--- config.mk ---
export PLATFORM = sky130hd
export DESIGN_NAME = perf_counter_ctrl
export DESIGN_NICKNAME = d
export VERILOG_FILES = /design/src/rtl/perf_counter_ctrl.sv
export SDC_FILE = /design/constraint.sdc
export NUM_CORES = 1
export LEC_CHECK = 0
export ABC_AREA = 1
export CAP_MARGIN = 15
export CORE_UTILIZATION = 60
export DETAILED_ROUTE_END_ITERATION = 16
export GPL_TIMING_DRIVEN = 0
export PLACE_DENSITY = 0.8
export SYNTH_ARGS = -nofsm -noshare
export SYNTH_HDL_FRONTEND = slang
export SYNTH_SLANG_ARGS = --single-unit
--- constraint.sdc ---
create_clock -name clk -period 4.7 [get_ports clk]
set_input_delay 0.705 -clock clk [delete_from_list [all_inputs] [get_ports clk]]
set_output_delay 0.705 -clock clk [all_outputs]
set_load 0.005 [all_outputs]
--- src/rtl/perf_counter_ctrl.sv ---
// -----------------------------------------------------------------------------
// perf_counter_ctrl
//
// MMIO-mapped performance counter controller. It owns a free-running cycle
// counter and a retired-instruction counter. Software moves it between
// IDLE / ARMED / RUN through the CTRL register. When a non-zero LIMIT is
// programmed, it stops by itself once the cycle count's low word reaches
// LIMIT.
//
// Register map (word index on addr):
//   0  CTRL (write) / STATUS (read: {done, state[1:0]})
//   1  CYCLE_LO   read also snapshots CYCLE_HI into the cycle shadow
//   2  CYCLE_HI   returns the cycle shadow
//   3  INSTR_LO   read also snapshots INSTR_HI into the instr shadow
//   4  INSTR_HI   returns the instr shadow
//   5  LIMIT      read/write, 0 disables auto-stop
//   6-7          unmapped: read 0, writes ignored
//
// Ports:
//   clk          core clock, rising edge
//   rst_n        synchronous active-low reset
//   wr_en        MMIO write strobe
//   rd_en        MMIO read strobe
//   addr         register word index
//   wdata        write data
//   inst_retire  one pulse per retired instruction
//   rdata        registered read data (valid with rd_valid)
//   rd_valid     one-cycle pulse the cycle after an accepted rd_en
//   done         sticky flag, set on limit auto-stop
//   running      high while the state is RUN
//
// CNT_W must equal 2*XLEN: each counter is read as exactly two bus words.
// -----------------------------------------------------------------------------
module perf_counter_ctrl #(
  parameter int XLEN  = 32,
  parameter int CNT_W = 64
) (
  input  logic            clk,
  input  logic            rst_n,
  input  logic            wr_en,
  input  logic            rd_en,
  input  logic [2:0]      addr,
  input  logic [XLEN-1:0] wdata,
  input  logic            inst_retire,
  output logic [XLEN-1:0] rdata,
  output logic            rd_valid,
  output logic            done,
  output logic            running
);

  // STATUS read encoding is fixed by software: IDLE=0, ARMED=1, RUN=2.
  typedef enum logic [1:0] {
    ST_IDLE  = 2'd0,
    ST_ARMED = 2'd1,
    ST_RUN   = 2'd2
  } state_e;

  localparam logic [2:0] A_CTRL   = 3'd0;
  localparam logic [2:0] A_CYC_LO = 3'd1;
  localparam logic [2:0] A_CYC_HI = 3'd2;
  localparam logic [2:0] A_INS_LO = 3'd3;
  localparam logic [2:0] A_INS_HI = 3'd4;
  localparam logic [2:0] A_LIMIT  = 3'd5;

  // CTRL bit positions.
  localparam int B_START = 0;
  localparam int B_STOP  = 1;
  localparam int B_CLEAR = 2;
  localparam int B_ARM   = 3;

  // ---------------------------------------------------------------------------
  // Architectural state
  // ---------------------------------------------------------------------------
  state_e            state;
  state_e            state_nx;
  logic              done_nx;
  logic [CNT_W-1:0]  cyc_cnt;
  logic [CNT_W-1:0]  ins_cnt;
  logic [XLEN-1:0]   cyc_shadow;
  logic [XLEN-1:0]   ins_shadow;
  logic [XLEN-1:0]   limit;

  // ---------------------------------------------------------------------------
  // Command decode
  // ---------------------------------------------------------------------------
  logic ctrl_wr;
  logic cmd_start;
  logic cmd_stop;
  logic cmd_clear;
  logic cmd_arm;
  logic cmd_any;

  assign ctrl_wr   = wr_en && (addr == A_CTRL);
  assign cmd_start = ctrl_wr && wdata[B_START];
  assign cmd_stop  = ctrl_wr && wdata[B_STOP];
  assign cmd_clear = ctrl_wr && wdata[B_CLEAR];
  assign cmd_arm   = ctrl_wr && wdata[B_ARM];
  // A CTRL write carrying no command bits is a no-op, so it does not count
  // as a command (in particular it does not mask the limit auto-stop).
  assign cmd_any   = cmd_start || cmd_stop || cmd_clear || cmd_arm;

  // ---------------------------------------------------------------------------
  // Counting
  // ---------------------------------------------------------------------------
  logic             in_run;
  logic             arm_fire;
  logic             cyc_inc;
  logic             ins_inc;
  logic [CNT_W-1:0] cyc_plus1;
  logic [CNT_W-1:0] ins_plus1;
  logic             limit_hit;

  assign in_run    = (state == ST_RUN);
  // The first retire seen while ARMED both starts the run and is counted.
  assign arm_fire  = (state == ST_ARMED) && inst_retire;
  assign cyc_inc   = in_run || arm_fire;
  assign ins_inc   = (in_run && inst_retire) || arm_fire;
  assign cyc_plus1 = cyc_cnt + CNT_W'(1);
  assign ins_plus1 = ins_cnt + CNT_W'(1);

  // Auto-stop compares the post-increment value so the counter stops showing
  // exactly LIMIT. Any software command on the same edge takes precedence.
  assign limit_hit = in_run && (limit != '0) &&
                     (cyc_plus1[XLEN-1:0] == limit) && !cmd_any;

  // ---------------------------------------------------------------------------
  // Next state and sticky done
  // ---------------------------------------------------------------------------
  always_comb begin
    // NOTE: every signal written here gets a default first, so no path
    // leaves it unassigned and no latch is inferred.
    state_nx = state;
    done_nx  = done;

    if (arm_fire) begin
      state_nx = ST_RUN;
    end
    if (limit_hit) begin
      state_nx = ST_IDLE;
      done_nx  = 1'b1;
    end

    if (cmd_clear) begin
      done_nx = 1'b0;
    end

    // STOP > START > ARM. CLEAR alone leaves the state transition untouched.
    if (cmd_stop) begin
      state_nx = ST_IDLE;
    end else if (cmd_start) begin
      state_nx = ST_RUN;
      done_nx  = 1'b0;
    end else if (cmd_arm) begin
      state_nx = ST_ARMED;
      done_nx  = 1'b0;
    end
  end

  // ---------------------------------------------------------------------------
  // Read mux: samples registers as they are before this edge's updates.
  // ---------------------------------------------------------------------------
  logic [XLEN-1:0] rd_word;

  always_comb begin
    rd_word = '0;
    unique case (addr)
      A_CTRL:   rd_word = {{(XLEN-3){1'b0}}, done, state};
      A_CYC_LO: rd_word = cyc_cnt[XLEN-1:0];
      A_CYC_HI: rd_word = cyc_shadow;
      A_INS_LO: rd_word = ins_cnt[XLEN-1:0];
      A_INS_HI: rd_word = ins_shadow;
      A_LIMIT:  rd_word = limit;
      default:  rd_word = '0;
    endcase
  end

  // ---------------------------------------------------------------------------
  // Registers
  // ---------------------------------------------------------------------------
  always_ff @(posedge clk) begin
    if (!rst_n) begin
      // NOTE: non-blocking assignments throughout, so every register in this
      // block sees the pre-edge value of every other one.
      state      <= ST_IDLE;
      running    <= 1'b0;
      done       <= 1'b0;
      cyc_cnt    <= '0;
      ins_cnt    <= '0;
      cyc_shadow <= '0;
      ins_shadow <= '0;
      limit      <= '0;
      rdata      <= '0;
      rd_valid   <= 1'b0;
    end else begin
      state    <= state_nx;
      running  <= (state_nx == ST_RUN);
      done     <= done_nx;
      rd_valid <= rd_en;

      if (rd_en) begin
        rdata <= rd_word;
      end

      if (wr_en && (addr == A_LIMIT)) begin
        limit <= wdata;
      end

      // CLEAR discards any increment on the same edge. A shadow snapshot can
      // never coincide with CLEAR because both share the single addr field.
      if (cmd_clear) begin
        cyc_cnt    <= '0;
        ins_cnt    <= '0;
        cyc_shadow <= '0;
        ins_shadow <= '0;
      end else begin
        if (cyc_inc) begin
          cyc_cnt <= cyc_plus1;
        end
        if (ins_inc) begin
          ins_cnt <= ins_plus1;
        end
        // Snapshot the high word when the low word is read, so a LO-then-HI
        // read pair sees a consistent 64-bit value even while counting.
        if (rd_en && (addr == A_CYC_LO)) begin
          cyc_shadow <= cyc_cnt[CNT_W-1:XLEN];
        end
        if (rd_en && (addr == A_INS_LO)) begin
          ins_shadow <= ins_cnt[CNT_W-1:XLEN];
        end
      end
    end
  end

endmodule

## After elaboration in Yosys (flattened, before gate mapping)

Index checks and enable logic that the tools add are counted.

| word-level totals | value |
|---|---|
| flip-flop bits (word level) | 261 |
| input port bits | 40 |
| word-level logic and storage cells | 55 |

| cells by class | value |
|---|---|
| add/subtract/negate cells | 2 |
| equality and inequality tests | 9 |
| mux-type cells | 11 |
| bitwise logic cells | 1 |
| reduce and logical (&&, ||, !) cells | 22 |

Operator list:

| operator | count |
|---|---|
| 32-bit case mux with 6 select lines | 1 |
| 64-bit by 1-bit adder with 64-bit output, second input constant | 2 |
| 32-bit == test | 1 |
| 32-bit nonzero test | 1 |
| 1-bit logical AND | 13 |
| 2-bit 2-to-1 mux | 5 |
| 3-bit by 2-bit == test with 1-bit output, second input constant | 2 |
| 3-bit == test, second input constant | 2 |
| 1-bit logical OR | 5 |
| 1-bit 2-to-1 mux | 5 |
| 2-bit == test, second input constant | 2 |
| 3-bit by 1-bit == test with 1-bit output, second input constant | 1 |
| 3-bit zero test | 1 |
| 2-bit by 1-bit == test with 1-bit output, second input constant | 1 |
| 2-bit OR reduction | 1 |
| 1-bit zero test | 1 |
| 1-bit inverter | 1 |

## Logic depth before layout (Yosys ltp)

| depth | value |
|---|---|
| word-level depth | 13 |
| gate-level depth with buffers | 18 |
| mapped depth without buffers | 18 |

## Least setup slack after synthesis

No wires, ideal clock.

| path | value |
|---|---|
| path type | in2reg |
| start point | input port addr[2] |
| end point | register cyc_cnt[38] |
| setup time | 0.065 ns |
| data arrival time | 2.079 ns |
| required time | 4.635 ns |
| slack | 2.556 ns |
| stages | 9 |
| cell sequence | clkbuf_1 > inv_1 > nand4_1 > nand2_1 > inv_1 > clkbuf_1 > clkbuf_1 > o21ai_0 > nor2_1 |

| between the ends | value |
|---|---|
| longest elaborated chain between the ends | 4 |

RTL lines:

| element | RTL line | RTL |
|---|---|---|
| start: declaration | 42 | `input logic [2:0] addr,` |
| 3-bit zero test | 93 | `assign ctrl_wr = wr_en && (addr == A_CTRL);` |
| 1-bit logical AND | 93 |  |
| 1-bit logical AND | 96 | `assign cmd_clear = ctrl_wr && wdata[B_CLEAR];` |
| 2-bit OR reduction (no line) | - |  |
| end signal: assignment | 217 | `cyc_cnt <= cyc_plus1;` |
| end: declaration | 77 | `logic [CNT_W-1:0] cyc_cnt;` |

No other way between the ends.
A chain may end at the register's enable or synchronous reset.

## Final worst setup path

| path | value |
|---|---|
| start point | input port addr[1] |
| end point | register cyc_cnt[61] |

Same word-level chain as after synthesis.

==> run summary <==
first-pass GRT wire length: 79680 um
buffers from clock root to sink, at most: 3
most common cell after layout, fill and taps aside: nand2_1
width of the die: 153.4 um
Multi-input gate area: 7391 um^2
Yosys warnings: 0
Vias/cell: 6.210
Max Fclk: 294.2 MHz
Root Buffer: clkbuf_16
leakage power: 5.695 nW
Gate Count Post-Synth: 2072
CTS tree: yes
final worst-path cycle share: 72.31%
Syn Area/Cell: 6.634 um^2
initial antenna violation count: 1
Area after DPL: 14820 um^2
DRC: 0
H-tree depth: 1
Final Util: 70.36%
commonest cells after routing, fill and taps aside: nand2_1, dfxtp_1, inv_1
number of max-cap violations: 0
Yosys cell types: 53
Total Routing Usage GR: 44.84%
CTS clock-pin slew for the worst setup and hold paths: 0.06 ns
Hold WC Path Type: register to register
CP arrival: 3.83 ns
Power Density: 323.7 nW/um^2
Post-CTS Setup Inserts: 0
Placer Congestion: 1.118
Area Growth Syn to Fin: 15.54%
Post-DRT Antenna Nets: 0
chip height: 153.4 um
post-layout min period: 3.399 ns
critical path class: input pin to register
hpwl dp: 41850 um
worst hold slack: 0.4678 ns
final slew viol count: 0
Ports: 75
final instance area: 15880 um^2
Post-Syn Area: 13750 um^2
hold buffers post-CTS: 0
RSZ-0062 raised after global routing: false
Seq/Total Area, Yosys: 38.01%
Startpoint Class: input pin
clock latency at the later pin of the worst-skew pair: 0.57 ns
Final Non-Filler Cells: 2484
Post-CTS Resized: 0
Pre-antenna DRT Iters: 6
FF+latch area: 5225 um^2
setup_tns: 0 ns
final net count: 2217
WL final: 53810 um
Final Setup Violations: 0
starting density of the core: 60.90%
layout cells sized above 1: 5.050%
CTS buffer count: 29
port bufs: 72
Slew HR: 28.04%
Filler cells: 1958
worst-margin pin slew: 1.079 ns
Core Region: 22570 um^2
status: completed
final hold viol count: 0
die area: 23520 um^2
clock sink total: 261
total number of vias: 15.43k
Required @ worst endpoint: 5.13 ns
vias in the first global route: 13.73k
grt total ovfl: 0
DR iter-0 viols: 2108
Post-Syn Nets: 2114
row cnt: 55
VDD IR max: 0.3551 mV
Post-Place Cells: 2429
largest net degree at the start of global routing: 15
Routed wire per std cell: 21.66 um
#FFs+latches synth: 261
Crit Path Max Fanout: 10
clock skew: 0.01370 ns
Critical Path Sink Type: register
## layer usage
metal / wire length [um] / vias to the layer above / part of all wire [%] / global-route usage (%)
li1: - / 7100 / - / -
met1: 20730 / 7012 / 39 / 59.66
met2: 22370 / 1092 / 42 / 67.65
met3: 7500 / 221 / 14 / 11.26
met4: 3210 / 0 / 6.0 / 22.19
met5: 0 / - / 0 / 0
## cells in the mapped netlist (all sizes together)
cell,count,area (um^2)
xor3,1,23.77
a311oi,1,8.760
ha,2,25.02
o221ai,7,61.31
nand2,549,2103
nor3,52,271.5
a21oi,208,1041
xor2,30,262.8
or2,2,12.51
and3,2,12.51
nor3b,2,25.02
nand4,41,292.8
nor4,25,190.2
o21a,9,67.56
buf,7,30.03
a221oi,19,166.4
o211ai,11,82.58
inv,220,825.8
nand3,144,745.7
xnor2,4,35.03
o31ai,2,15.01
a31oi,4,25.02
a211oi,1,7.510
o22ai,1,6.260
or4,2,15.01
a32o,1,10.01
nand3b,6,45.04
dfxtp,261,5225
clkbuf,73,274.0
a22oi,4,30.03
a41oi,3,26.28
and2,1,6.260
o21bai,1,7.510
nor2,221,960.9
xnor3,1,22.52
o2111ai,2,17.52
o21ai,151,759.5
and3b,1,8.760
## state kept, by name (all words and copies together) (netlist names)
signal      cells
limit          32
cyc_cnt        64
state           2
ins_cnt        64
cyc_shadow     32
rd_valid        1
done            1
running         1
ins_shadow     32
rdata          32
## report_power, final
group,switching (mW),leakage [nW],internal [mW]
registers,0.0330,2.11,2.24
logic,0.245,3.06,0.108
clock network,0.998,0.524,1.52
total,1.28,5.70,3.87
## layout make-up
class | instances | share of cell area [%]
flip-flops and latches | 261 | 32.90
diodes | 1 | 0.01576
multi-input cells | 1511 | 46.54
clock inverters | 16 | 1.426
plain buffers | 80 | 1.914
repair buffers | 72 | 4.538
clock buffers | 38 | 5.223
inverters | 220 | 5.200
well taps | 285 | 2.245
## final timing paths
check                                        startpoint                  endpoint  slack (ns)  cells past startpoint
worst max register to register  cyc_cnt[0]$_SDFFE_PP0P_        running$_SDFF_PN0_        1.62                     18
worst min register to register   rdata[17]$_SDFFE_PN0P_    rdata[17]$_SDFFE_PN0P_        0.47                      2
worst min-delay path             rdata[17]$_SDFFE_PN0P_    rdata[17]$_SDFFE_PN0P_        0.47                      2
worst max-delay path                            addr[1]  cyc_cnt[61]$_SDFFE_PP0P_        1.30                      7
## stage by stage
step                      power [mW]  worst slack, ns
final                          5.140            1.301
after global routing           5.241            1.360
after CTS                      5.112            1.548
after detailed placement       2.654           0.9973
after global placement         2.649           0.9866
after floorplan                2.504            2.556
## cell families (layout without fill, tap and decap cells)
logic type | count (synthesis) | count (layout) | synth area share (%)
flip-flops | 261 | 261 | 38.01
AO/OA/AOI/OAI | 425 | 425 | 16.97
XOR/XNOR | 36 | 36 | 2.503
other | 0 | 1 | 0
AND/OR/NAND/NOR | 1048 | 1048 | 34.12
adder cells (fa/ha/maj) | 2 | 2 | 0.1820
buffers and inverters | 300 | 426 | 8.220
## worst max-delay path, cell delays in order
cell and delay, ns:
clkdlybuf4s50_1 0.48, nor2_1 0.48, nand4_1 0.22, nand2_1 0.37
clkbuf_1 0.84, buf_1 0.60, nor2_1 0.12
Power figures use the tool's default switching activity.
